<file path="src/rtl/counter_timer_dev_pkg.sv">
// Shared constants and helpers for the three-channel down-counter peripheral.
package counter_timer_dev_pkg;

    localparam logic [1:0] SEL_CH0  = 2'b00;
    localparam logic [1:0] SEL_CH1  = 2'b01;
    localparam logic [1:0] SEL_CH2  = 2'b10;
    localparam logic [1:0] SEL_CTRL = 2'b11;

    localparam logic MODE_ONESHOT  = 1'b0;
    localparam logic MODE_PERIODIC = 1'b1;

    localparam int TC_LSB = 12;

    function automatic int en_bit(input int n);
        return 4 * n;
    endfunction

    function automatic int mode_bit(input int n);
        return (4 * n) + 1;
    endfunction

    // Assemble the control register image; unused bits read as zero.
    function automatic logic [31:0] ctrl_word(input logic [2:0] en,
                                              input logic [2:0] mode,
                                              input logic [2:0] tc);
        logic [31:0] w;
        w = 32'h0000_0000;
        for (int n = 0; n < 3; n++) begin
            w[en_bit(n)]   = en[n];
            w[mode_bit(n)] = mode[n];
        end
        w[TC_LSB +: 3] = tc;
        return w;
    endfunction

endpackage

</file>
<file path="src/rtl/counter_timer_dev_if.sv">
// Bus-side signals of the counter/timer: write strobe, data, select, readback and channel outputs.
interface counter_timer_dev_if;
    logic        counter_we;
    logic [31:0] counter_val;
    logic [1:0]  counter_set;
    logic [31:0] counter_out;
    logic        counter0_out;
    logic        counter1_out;
    logic        counter2_out;

    modport master (
        output counter_we, counter_val, counter_set,
        input  counter_out, counter0_out, counter1_out, counter2_out
    );

    modport slave (
        input  counter_we, counter_val, counter_set,
        output counter_out, counter0_out, counter1_out, counter2_out
    );
endinterface

</file>
<file path="src/rtl/counter_timer_dev_channel.sv">
// One down-counter channel: count, reload value, output bit and a one-cycle terminal-count pulse.
module counter_channel
    import counter_timer_dev_pkg::*;
#(
    parameter int CNT_W = 32
) (
    input  logic             clk,
    input  logic             rst,
    input  logic             en,
    input  logic             mode,
    input  logic             load,
    input  logic             mode_chg,
    input  logic [CNT_W-1:0] load_val,
    output logic [CNT_W-1:0] count,
    output logic             out,
    output logic             tc
);

    logic [CNT_W-1:0] count_r, count_s;
    logic [CNT_W-1:0] reload_r, reload_s;
    logic             out_r, out_cnt_s, out_s;
    logic             tc_s;

    // Next-state: a load beats a terminal count, and a mode change forces the output low.
    always_comb begin
        count_s   = count_r;
        reload_s  = reload_r;
        out_cnt_s = out_r;
        tc_s      = 1'b0;
        if (load) begin
            count_s  = load_val;
            reload_s = load_val;
            if (mode == MODE_ONESHOT) begin
                out_cnt_s = 1'b0;
            end else begin
                out_cnt_s = out_r;
            end
        end else if (en && (count_r != {CNT_W{1'b0}})) begin
            if (count_r == CNT_W'(1)) begin
                tc_s = 1'b1;
                if (mode == MODE_PERIODIC) begin
                    count_s   = reload_r;
                    out_cnt_s = ~out_r;
                end else begin
                    count_s   = {CNT_W{1'b0}};
                    out_cnt_s = 1'b1;
                end
            end else begin
                count_s = count_r - CNT_W'(1);
            end
        end else begin
            count_s = count_r;
        end
        out_s = mode_chg ? 1'b0 : out_cnt_s;
    end

    // Channel state registers.
    always_ff @(posedge clk or negedge rst) begin
        if (!rst) begin
            count_r  <= {CNT_W{1'b0}};
            reload_r <= {CNT_W{1'b0}};
            out_r    <= 1'b0;
        end else begin
            count_r  <= count_s;
            reload_r <= reload_s;
            out_r    <= out_s;
        end
    end

    assign count = count_r;
    assign out   = out_r;
    assign tc    = tc_s;

endmodule

</file>
<file path="src/rtl/counter_timer_dev.sv">
// Three-channel programmable down-counter: control/flag register, write decode and registered readback.
module counter_timer_dev
    import counter_timer_dev_pkg::*;
#(
    parameter int CNT_W = 32
) (
    input  logic                clk,
    input  logic                rst,
    counter_timer_dev_if.slave  bus
);

    logic [2:0]       en_r, mode_r, tc_r;
    logic [2:0]       load_s, mode_chg_s, tc_s, out_s;
    logic [CNT_W-1:0] count_s [3];
    logic             ctrl_we_s;
    logic [31:0]      rdata_s, counter_out_r;

    assign ctrl_we_s = bus.counter_we && (bus.counter_set == SEL_CTRL);

    for (genvar g = 0; g < 3; g++) begin : g_ch
        assign load_s[g]     = bus.counter_we && (bus.counter_set == 2'(g));
        assign mode_chg_s[g] = ctrl_we_s && (bus.counter_val[mode_bit(g)] != mode_r[g]);

        counter_channel #(.CNT_W(CNT_W)) u_ch (
            .clk      (clk),
            .rst      (rst),
            .en       (en_r[g]),
            .mode     (mode_r[g]),
            .load     (load_s[g]),
            .mode_chg (mode_chg_s[g]),
            .load_val (bus.counter_val[CNT_W-1:0]),
            .count    (count_s[g]),
            .out      (out_s[g]),
            .tc       (tc_s[g])
        );
    end

    // Control fields and sticky flags; a control write clears flags even against a same-cycle event.
    always_ff @(posedge clk or negedge rst) begin
        if (!rst) begin
            en_r   <= 3'b000;
            mode_r <= 3'b000;
            tc_r   <= 3'b000;
        end else if (ctrl_we_s) begin
            en_r   <= {bus.counter_val[en_bit(2)], bus.counter_val[en_bit(1)], bus.counter_val[en_bit(0)]};
            mode_r <= {bus.counter_val[mode_bit(2)], bus.counter_val[mode_bit(1)], bus.counter_val[mode_bit(0)]};
            tc_r   <= 3'b000;
        end else begin
            tc_r   <= tc_r | tc_s;
        end
    end

    // Readback selection; channel selects show the live count.
    always_comb begin
        rdata_s = 32'h0000_0000;
        case (bus.counter_set)
            SEL_CH0:  rdata_s = 32'(count_s[0]);
            SEL_CH1:  rdata_s = 32'(count_s[1]);
            SEL_CH2:  rdata_s = 32'(count_s[2]);
            SEL_CTRL: rdata_s = ctrl_word(en_r, mode_r, tc_r);
            default:  rdata_s = 32'h0000_0000;
        endcase
    end

    // Registered readback.
    always_ff @(posedge clk or negedge rst) begin
        if (!rst) begin
            counter_out_r <= 32'h0000_0000;
        end else begin
            counter_out_r <= rdata_s;
        end
    end

    assign bus.counter_out  = counter_out_r;
    assign bus.counter0_out = out_s[0];
    assign bus.counter1_out = out_s[1];
    assign bus.counter2_out = out_s[2];

endmodule

</file>
<file path="src/flat_wrapper.sv">
// flat-port wrapper written by rule: the top's interface ports become plain ports
module counter_timer_dev_flat import counter_timer_dev_pkg::*;
#(
    parameter int CNT_W = 32
)
  (clk, rst, bus_counter_we, bus_counter_val, bus_counter_set, bus_counter_out, bus_counter0_out, bus_counter1_out, bus_counter2_out);
  counter_timer_dev_if bus_i ();
  input  logic clk;
  input  logic rst;
  input wire logic [$bits(bus_i.counter_we)-1:0] bus_counter_we;
  input wire logic [$bits(bus_i.counter_val)-1:0] bus_counter_val;
  input wire logic [$bits(bus_i.counter_set)-1:0] bus_counter_set;
  output wire logic [$bits(bus_i.counter_out)-1:0] bus_counter_out;
  output wire logic [$bits(bus_i.counter0_out)-1:0] bus_counter0_out;
  output wire logic [$bits(bus_i.counter1_out)-1:0] bus_counter1_out;
  output wire logic [$bits(bus_i.counter2_out)-1:0] bus_counter2_out;
  assign bus_i.counter_we = bus_counter_we;
  assign bus_i.counter_val = bus_counter_val;
  assign bus_i.counter_set = bus_counter_set;
  assign bus_counter_out = bus_i.counter_out;
  assign bus_counter0_out = bus_i.counter0_out;
  assign bus_counter1_out = bus_i.counter1_out;
  assign bus_counter2_out = bus_i.counter2_out;
  counter_timer_dev #(.CNT_W(CNT_W)) u_core (.clk(clk), .rst(rst), .bus(bus_i));
endmodule
</file>
<file path="config.mk">
export PLATFORM = sky130hd
export DESIGN_NAME = counter_timer_dev_flat
export DESIGN_NICKNAME = d
export VERILOG_FILES = /design/src/rtl/counter_timer_dev_pkg.sv /design/src/rtl/counter_timer_dev_if.sv /design/src/rtl/counter_timer_dev_channel.sv /design/src/rtl/counter_timer_dev.sv /design/src/flat_wrapper.sv
export SDC_FILE = /design/constraint.sdc
export NUM_CORES = 1
export LEC_CHECK = 0
export CAP_MARGIN = 25
export CORE_MARGIN = 3
export CORE_UTILIZATION = 60
export DETAILED_ROUTE_END_ITERATION = 8
export PLACE_DENSITY = 0.8
export SETUP_SLACK_MARGIN = 0.3
export SLEW_MARGIN = 10
export SYNTH_ARGS = -nofsm -noshare
export SYNTH_HDL_FRONTEND = slang
export SYNTH_SLANG_ARGS = --single-unit
</file>
<file path="constraint.sdc">
create_clock -name clk -period 3.9 [get_ports clk]
set_input_delay 0.78 -clock clk [delete_from_list [all_inputs] [get_ports clk]]
set_output_delay 0.78 -clock clk [all_outputs]
set_load 0.05 [all_outputs]
</file>
# After elaboration in Yosys (flattened, before gate mapping)
# Cells that the tools add are included.
[op_classes]
n_addsub = 3
n_eq_ne = 12
n_mux = 41
n_bitwise = 4
reduce_logical = 26
[ops]
columns = ["operator", "n"]
rows = [
  ["$mux W32", 12],
  ["$pmux W32 S4", 1],
  ["$eq A32 B1 Y1 const B", 3],
  ["$reduce_bool A32 Y1", 3],
  ["$sub A32 B1 Y32 const B", 3],
  ["$mux W1", 27],
  ["$reduce_bool A3 Y1", 6],
  ["$logic_and A1 B1 Y1", 10],
  ["$ne A3 B3 Y1 const B", 3],
  ["$reduce_and A3 Y1", 3],
  ["$reduce_bool A2 Y1", 3],
  ["$eq A2 B2 Y1 const B", 2],
  ["$mux W3", 1],
  ["$ne A1 B1 Y1", 3],
  ["$not A1 Y1", 3],
  ["$or A3 B3 Y3", 1],
  ["$eq A2 B1 Y1 const B", 1],
  ["$logic_not A2 Y1", 1],
]
[totals]
register_bits = 236
word_cells = 99

# Longest topological paths before layout
[logic_depth]
ltp_word = 6
mapped_depth = 10

# Modules after synthesis
# From an unflattened synthesis, not the netlist that was laid out.
[hier_totals]
hier_cells = 1309
hier_area_um2 = 13414.1
[modules_own_cells]
columns = ["module", "n_inst", "cells_per_inst", "area_per_inst_um2", "seq_area_each_um2"]
rows = [
  ["counter_channel at u_core.g_ch[0].u_ch ...", 2, 402, 3870.0, 1626.6],
  ["counter_channel at u_core.g_ch[2].u_ch", 1, 377, 3729.8, 1626.6],
  ["counter_timer_dev", 1, 128, 1944.4, 1026.0],
]

# Worst setup path after synthesis
# Ideal clock, no wire load.
[synth_path]
kind = "register -> register"
startpoint = "register u_core.g_ch[1].u_ch.count_r[24]"
endpoint = "register u_core.g_ch[1].u_ch.count_r[2]"
setup_ps = 132
arrival_ps = 2605
t_required_ps = 3768
setup_slack_ps = 1164
stages_incl_launch_ff = 11
path_cell_list = "dfrtp_1 buf_6 or4_4 or3_1 buf_2 or4_4 and2_4 buf_6 buf_6 a21oi_2 o21ai_1"
[synth_between]
elab_chain_len = 4
[synth_lines]
columns = ["item", "line", "rtl"]
rows = [
  ["start, declared", "counter_timer_dev_channel.sv:19", "logic [CNT_W-1:0] count_r, count_s;"],
  ["start signal, assigned", "counter_timer_dev_channel.sv:60", "count_r <= {CNT_W{1'b0}};"],
  ["start signal, assigned", "counter_timer_dev_channel.sv:64", "count_r <= count_s;"],
  ["$eq A32 B1 Y1", "counter_timer_dev_channel.sv:39", "if (count_r == CNT_W'(1)) begin"],
  ["$mux W32", "counter_timer_dev_channel.sv:39", ""],
  ["$mux W32", "counter_timer_dev_channel.sv:38", "end else if (en && (count_r != {CNT_W{1'b0}})) begin"],
  ["$mux W32", "counter_timer_dev_channel.sv:30", "if (load) begin"],
]
# Parallel ways exist; a longest one is shown, timed or not. The select of a mux whose other input is x is not followed.
# A chain may end at the register's enable or synchronous reset.

# Worst setup path after layout
[layout_path]
startpoint = "register u_core.g_ch[0].u_ch.count_r[19]"
endpoint = "register u_core.g_ch[0].u_ch.count_r[17]"
[layout_between]
elab_chain_len = 4
[layout_lines]
columns = ["item", "line"]
rows = [
  ["start, declared", "counter_timer_dev_channel.sv:19"],
  ["start signal, assigned", "counter_timer_dev_channel.sv:60"],
  ["start signal, assigned", "counter_timer_dev_channel.sv:64"],
  ["$eq A32 B1 Y1", "counter_timer_dev_channel.sv:39"],
  ["$mux W32", "counter_timer_dev_channel.sv:39"],
  ["$mux W32", "counter_timer_dev_channel.sv:38"],
  ["$mux W32", "counter_timer_dev_channel.sv:30"],
]
# Parallel ways exist; a longest one is shown, timed or not. The select of a mux whose other input is x is not followed.

==> impl_metrics.py <==
metrics = {
    "detailed_routing": {
        "drc_errors": 0,
        "routedWlPerCell_um": 23.42,
        "wirelength_mm": 42.35,
        "drtIter0Drc": 1282,
        "vias": 12198,
        "first_pass_iters": 5,
        "drt-vias-per-instance": 6.747,
        "antenna_left": 0,
    },
    "synthesis": {
        "synthTopCellsByArea": "dfrtp_1 46%, nand2_1 11%, o21ai_0 4.5%",
        "syn_inst": 1492,
        "synth_area_leader_cell": "dfrtp_1",
        "synthArstFlopShare": 1.000,
        "synthFlopType": "dfrtp_1",
        "netlist_area_sq_mm": 0.01283,
        "synth_nets": 1537,
        "syn_avg_cell_area_sq_um": 8.600,
        "synth_warnings": 0,
        "yosysSeqAreaShare": 0.4603,
        "synth_cell_types": 79,
        "postSynthRegisterBits": 236,
        "synth_top_area_frac": 0.4603,
        "synth-edff-count": 0,
    },
    "grt": {
        "grt_max_degree": 100,
        "grtUsageMet1": 0.4887,
        "grtUsageMet2": 0.5586,
        "grt.busiest_layer": "met2",
        "grt_use_total": 0.3556,
        "grt_pass1_vias": 11690,
        "grt_pass1_wl_mm": 66.19,
        "grt_overflow": 0,
        "met3_usage": 0.09145,
        "antenna_found_initial": 0,
    },
    "placement": {
        "dp.cells": 1762,
        "gp_congestion": 1.000,
        "dp_hpwl_mm": 29.30,
        "io_buffers": 71,
    },
    "timing": {
        "tns_ns": 0,
        "setup_viol": 0,
        "fin_worst_skew_ns": 0.02899,
        "period_share": 0.8741,
        "relSlewSlack": 0.3316,
        "hold_viol_final": 0,
        "worst_pin_slew_ns": 1.003,
        "grt_setup_unrepaired": "false",
        "drv_slew": 0,
        "min_period_ns": 3.409,
        "timing.fmax_mhz": 293.3,
    },
    "cts": {
        "insertion_delay_ns": 0.55,
        "path_clk_slew_ns": 0.06,
        "cts_root_buffer": "clkbuf_16",
        "ctsHoldBuffers": 0,
        "cts_tree": "done",
        "cts_sinks": 236,
        "htreeDepth": 1,
        "post_cts_buffers": 0,
        "cts_max_path_buffers": 3,
        "cts-resized-gates": 0,
        "cts_buffers": 26,
    },
    "worst_setup_path": {
        "endpoint_kind": "flip-flop",
        "cp.depth": 6,
        "critPathSlowestCell": "or4_1",
        "crit_arrival_ns": 3.86,
        "cp.required_ns": 4.35,
        "crit_end": "u_core.g_ch[0].u_ch.count[17]",
        "worstSetupPathType": "flip-flop to flip-flop",
        "timing.rr.start": "u_core.g_ch[0].u_ch.count[19]",
        "cp_top_family": "simple AND/OR/NAND/NOR gates",
        "rrSetupSlack_ns": 0.49,
        "cp-start-kind": "flip-flop",
        "crit_path_max_fanout": 25,
        "r2r-end": "u_core.g_ch[0].u_ch.count[17]",
        "startpoint": "u_core.g_ch[0].u_ch.count[19]",
        "critPathBufInv": 0,
        "slowest_delay_ns": 1.09,
        "worst-r2r-cell-count": 6,
        "path_cells": "nor4_1 -> nand4_1 -> or4_1 -> nor2_1 -> a221oi_1 -> o2bb2ai_1",
    },
    "layout": {
        "nFillCells": 1630,
        "final_cell_mix": "370 x nand2_1, 236 x dfrtp_1, 115 x o21ai_0, 110 x nor2_1, 69 x clkdlybuf4s50_1",
        "layout.nets": 1565,
        "finalNonFillerCells": 1808,
        "regArea_sq_mm": 0.005906,
        "syn2layout_area_growth_pct": 14.51,
        "multi_input_area_sq_mm": 0.006485,
        "diodes": 0,
        "drive_above_1_share": 0.08127,
        "final_common_cell": "nand2_1",
    },
    "floorplan": {
        "core_sq_mm": 0.02062,
        "dieWidth_um": 152.2,
        "num_rows": 52,
        "die_area_sq_mm": 0.02318,
        "fp.dieH_um": 152.2,
        "io_pins": 72,
        "start_util": 0.6221,
    },
    "flow_run": {
        "cap_violations": 0,
    },
    "power": {
        "power.leakage_nw": 6.430,
        "p_per_area_mw_per_mm2": 637.4,
        "max-vdd-ir-drop_v": 0.0004399,
    },
    "worst_hold_path": {
        "hold_path_class": "primary input to async pin",
    },
    "status": {
        "outcome": "finished clean",
    },
}
worst register-to-register path: stages (launching register included):
cell and delay (ns):
dfrtp_1 0.47, nor4_1 0.61, nand4_1 0.41, or4_1 1.09
nor2_1 0.45, a221oi_1 0.14, o2bb2ai_1 0.16
cells in the mapped netlist (14+ instances only):
master,instances
a31oi_1,15
nor2_1,111
o21ai_0,115
nand2_1,370
nor3_1,51
a211oi_1,17
inv_1,14
a221oi_1,16
xor2_1,15
nand4_1,14
mux2i_1,24
a311oi_1,20
o31ai_1,24
a21oi_1,63
or3_1,21
buf_1,17
nor4_1,33
dfrtp_1,236
nand3_1,18
clkbuf_1,72
xnor2_1,15
worst min path at each step:
stage               depth (start not counted)                             start  slack, ns                               end
global placement                            2  u_core.g_ch[1].u_ch.reload_r[14]       0.45  u_core.g_ch[1].u_ch.reload_r[14]
detailed placement                          2   u_core.g_ch[1].u_ch.reload_r[7]       0.46   u_core.g_ch[1].u_ch.reload_r[7]
global route                                1                               rst       0.34  u_core.g_ch[1].u_ch.reload_r[22]
CTS                                         1                               rst       0.33     u_core.g_ch[1].u_ch.count[11]
floorplan                                   2  u_core.g_ch[1].u_ch.reload_r[10]       0.44  u_core.g_ch[1].u_ch.reload_r[10]
finish                                      1                               rst       0.27  u_core.g_ch[1].u_ch.reload_r[25]
flip-flops by register name, indices dropped and copies added (netlist names):
register / count
u_core.g_ch.u_ch.reload_r: 96
u_core.en_r: 3
u_core.g_ch.u_ch.out: 3
u_core.bus.counter_out: 32
u_core.g_ch.u_ch.count: 96
u_core.tc_r: 3
u_core.mode_r: 3
kinds of logic after synthesis:
kind of cell             count (synthesis)  synth area share
multiplexers                            33           0.03452
adder cells (fa/ha/maj)                  8          0.007801
XOR/XNOR                                30           0.02048
buffers and inverters                  120           0.03891
AND/OR/NAND/NOR                        700            0.2502
flip-flops                             236            0.4603
AO/OA/AOI/OAI                          365            0.1878
power breakdown:
group | leakage [nW] | internal, W | switching [W]
sequential | 2.94 | 0.00309 | 0.000876
combinational | 3.05 | 0.00103 | 0.00171
clock | 0.447 | 0.00162 | 0.00104
per-stage QoR:
step / hold WS, ns / util / setup slack [ns] / total power, W / area (sq um)
CTS: 0.3289 / 0.7124 / 0.5913 / 0.009275 / 14690
floorplan: 0.4379 / - / 1.164 / 0.005555 / 12830
global placement: 0.4515 / 0.6681 / 0.6494 / 0.006519 / 13780
finish: 0.2691 / 0.7124 / 0.4910 / 0.009365 / 14690
global route: 0.3391 / 0.7124 / 0.3117 / 0.009756 / 14690
detailed placement: 0.4572 / 0.6681 / 0.6229 / 0.006612 / 13780
final cells by class:
| cell class | count | share of cell area |
|---|---|---|
| clock buffer | 35 | 0.04862 |
| tap | 270 | 0.02299 |
| timing repair buffer | 106 | 0.06796 |
| inverter | 14 | 0.003577 |
| multi-input combinational | 1136 | 0.4414 |
| clock inverter | 11 | 0.01354 |
| sequential | 236 | 0.4019 |
layer usage:
layer / vias to the layer above / wire length, um
met3: 128 / 5137
met4: 0 / 1483
met1: 5845 / 16200
met2: 819 / 19530
li1: 5406 / -
met5: - / 0
No activity file was read; power rests on OpenSTA's default activity.
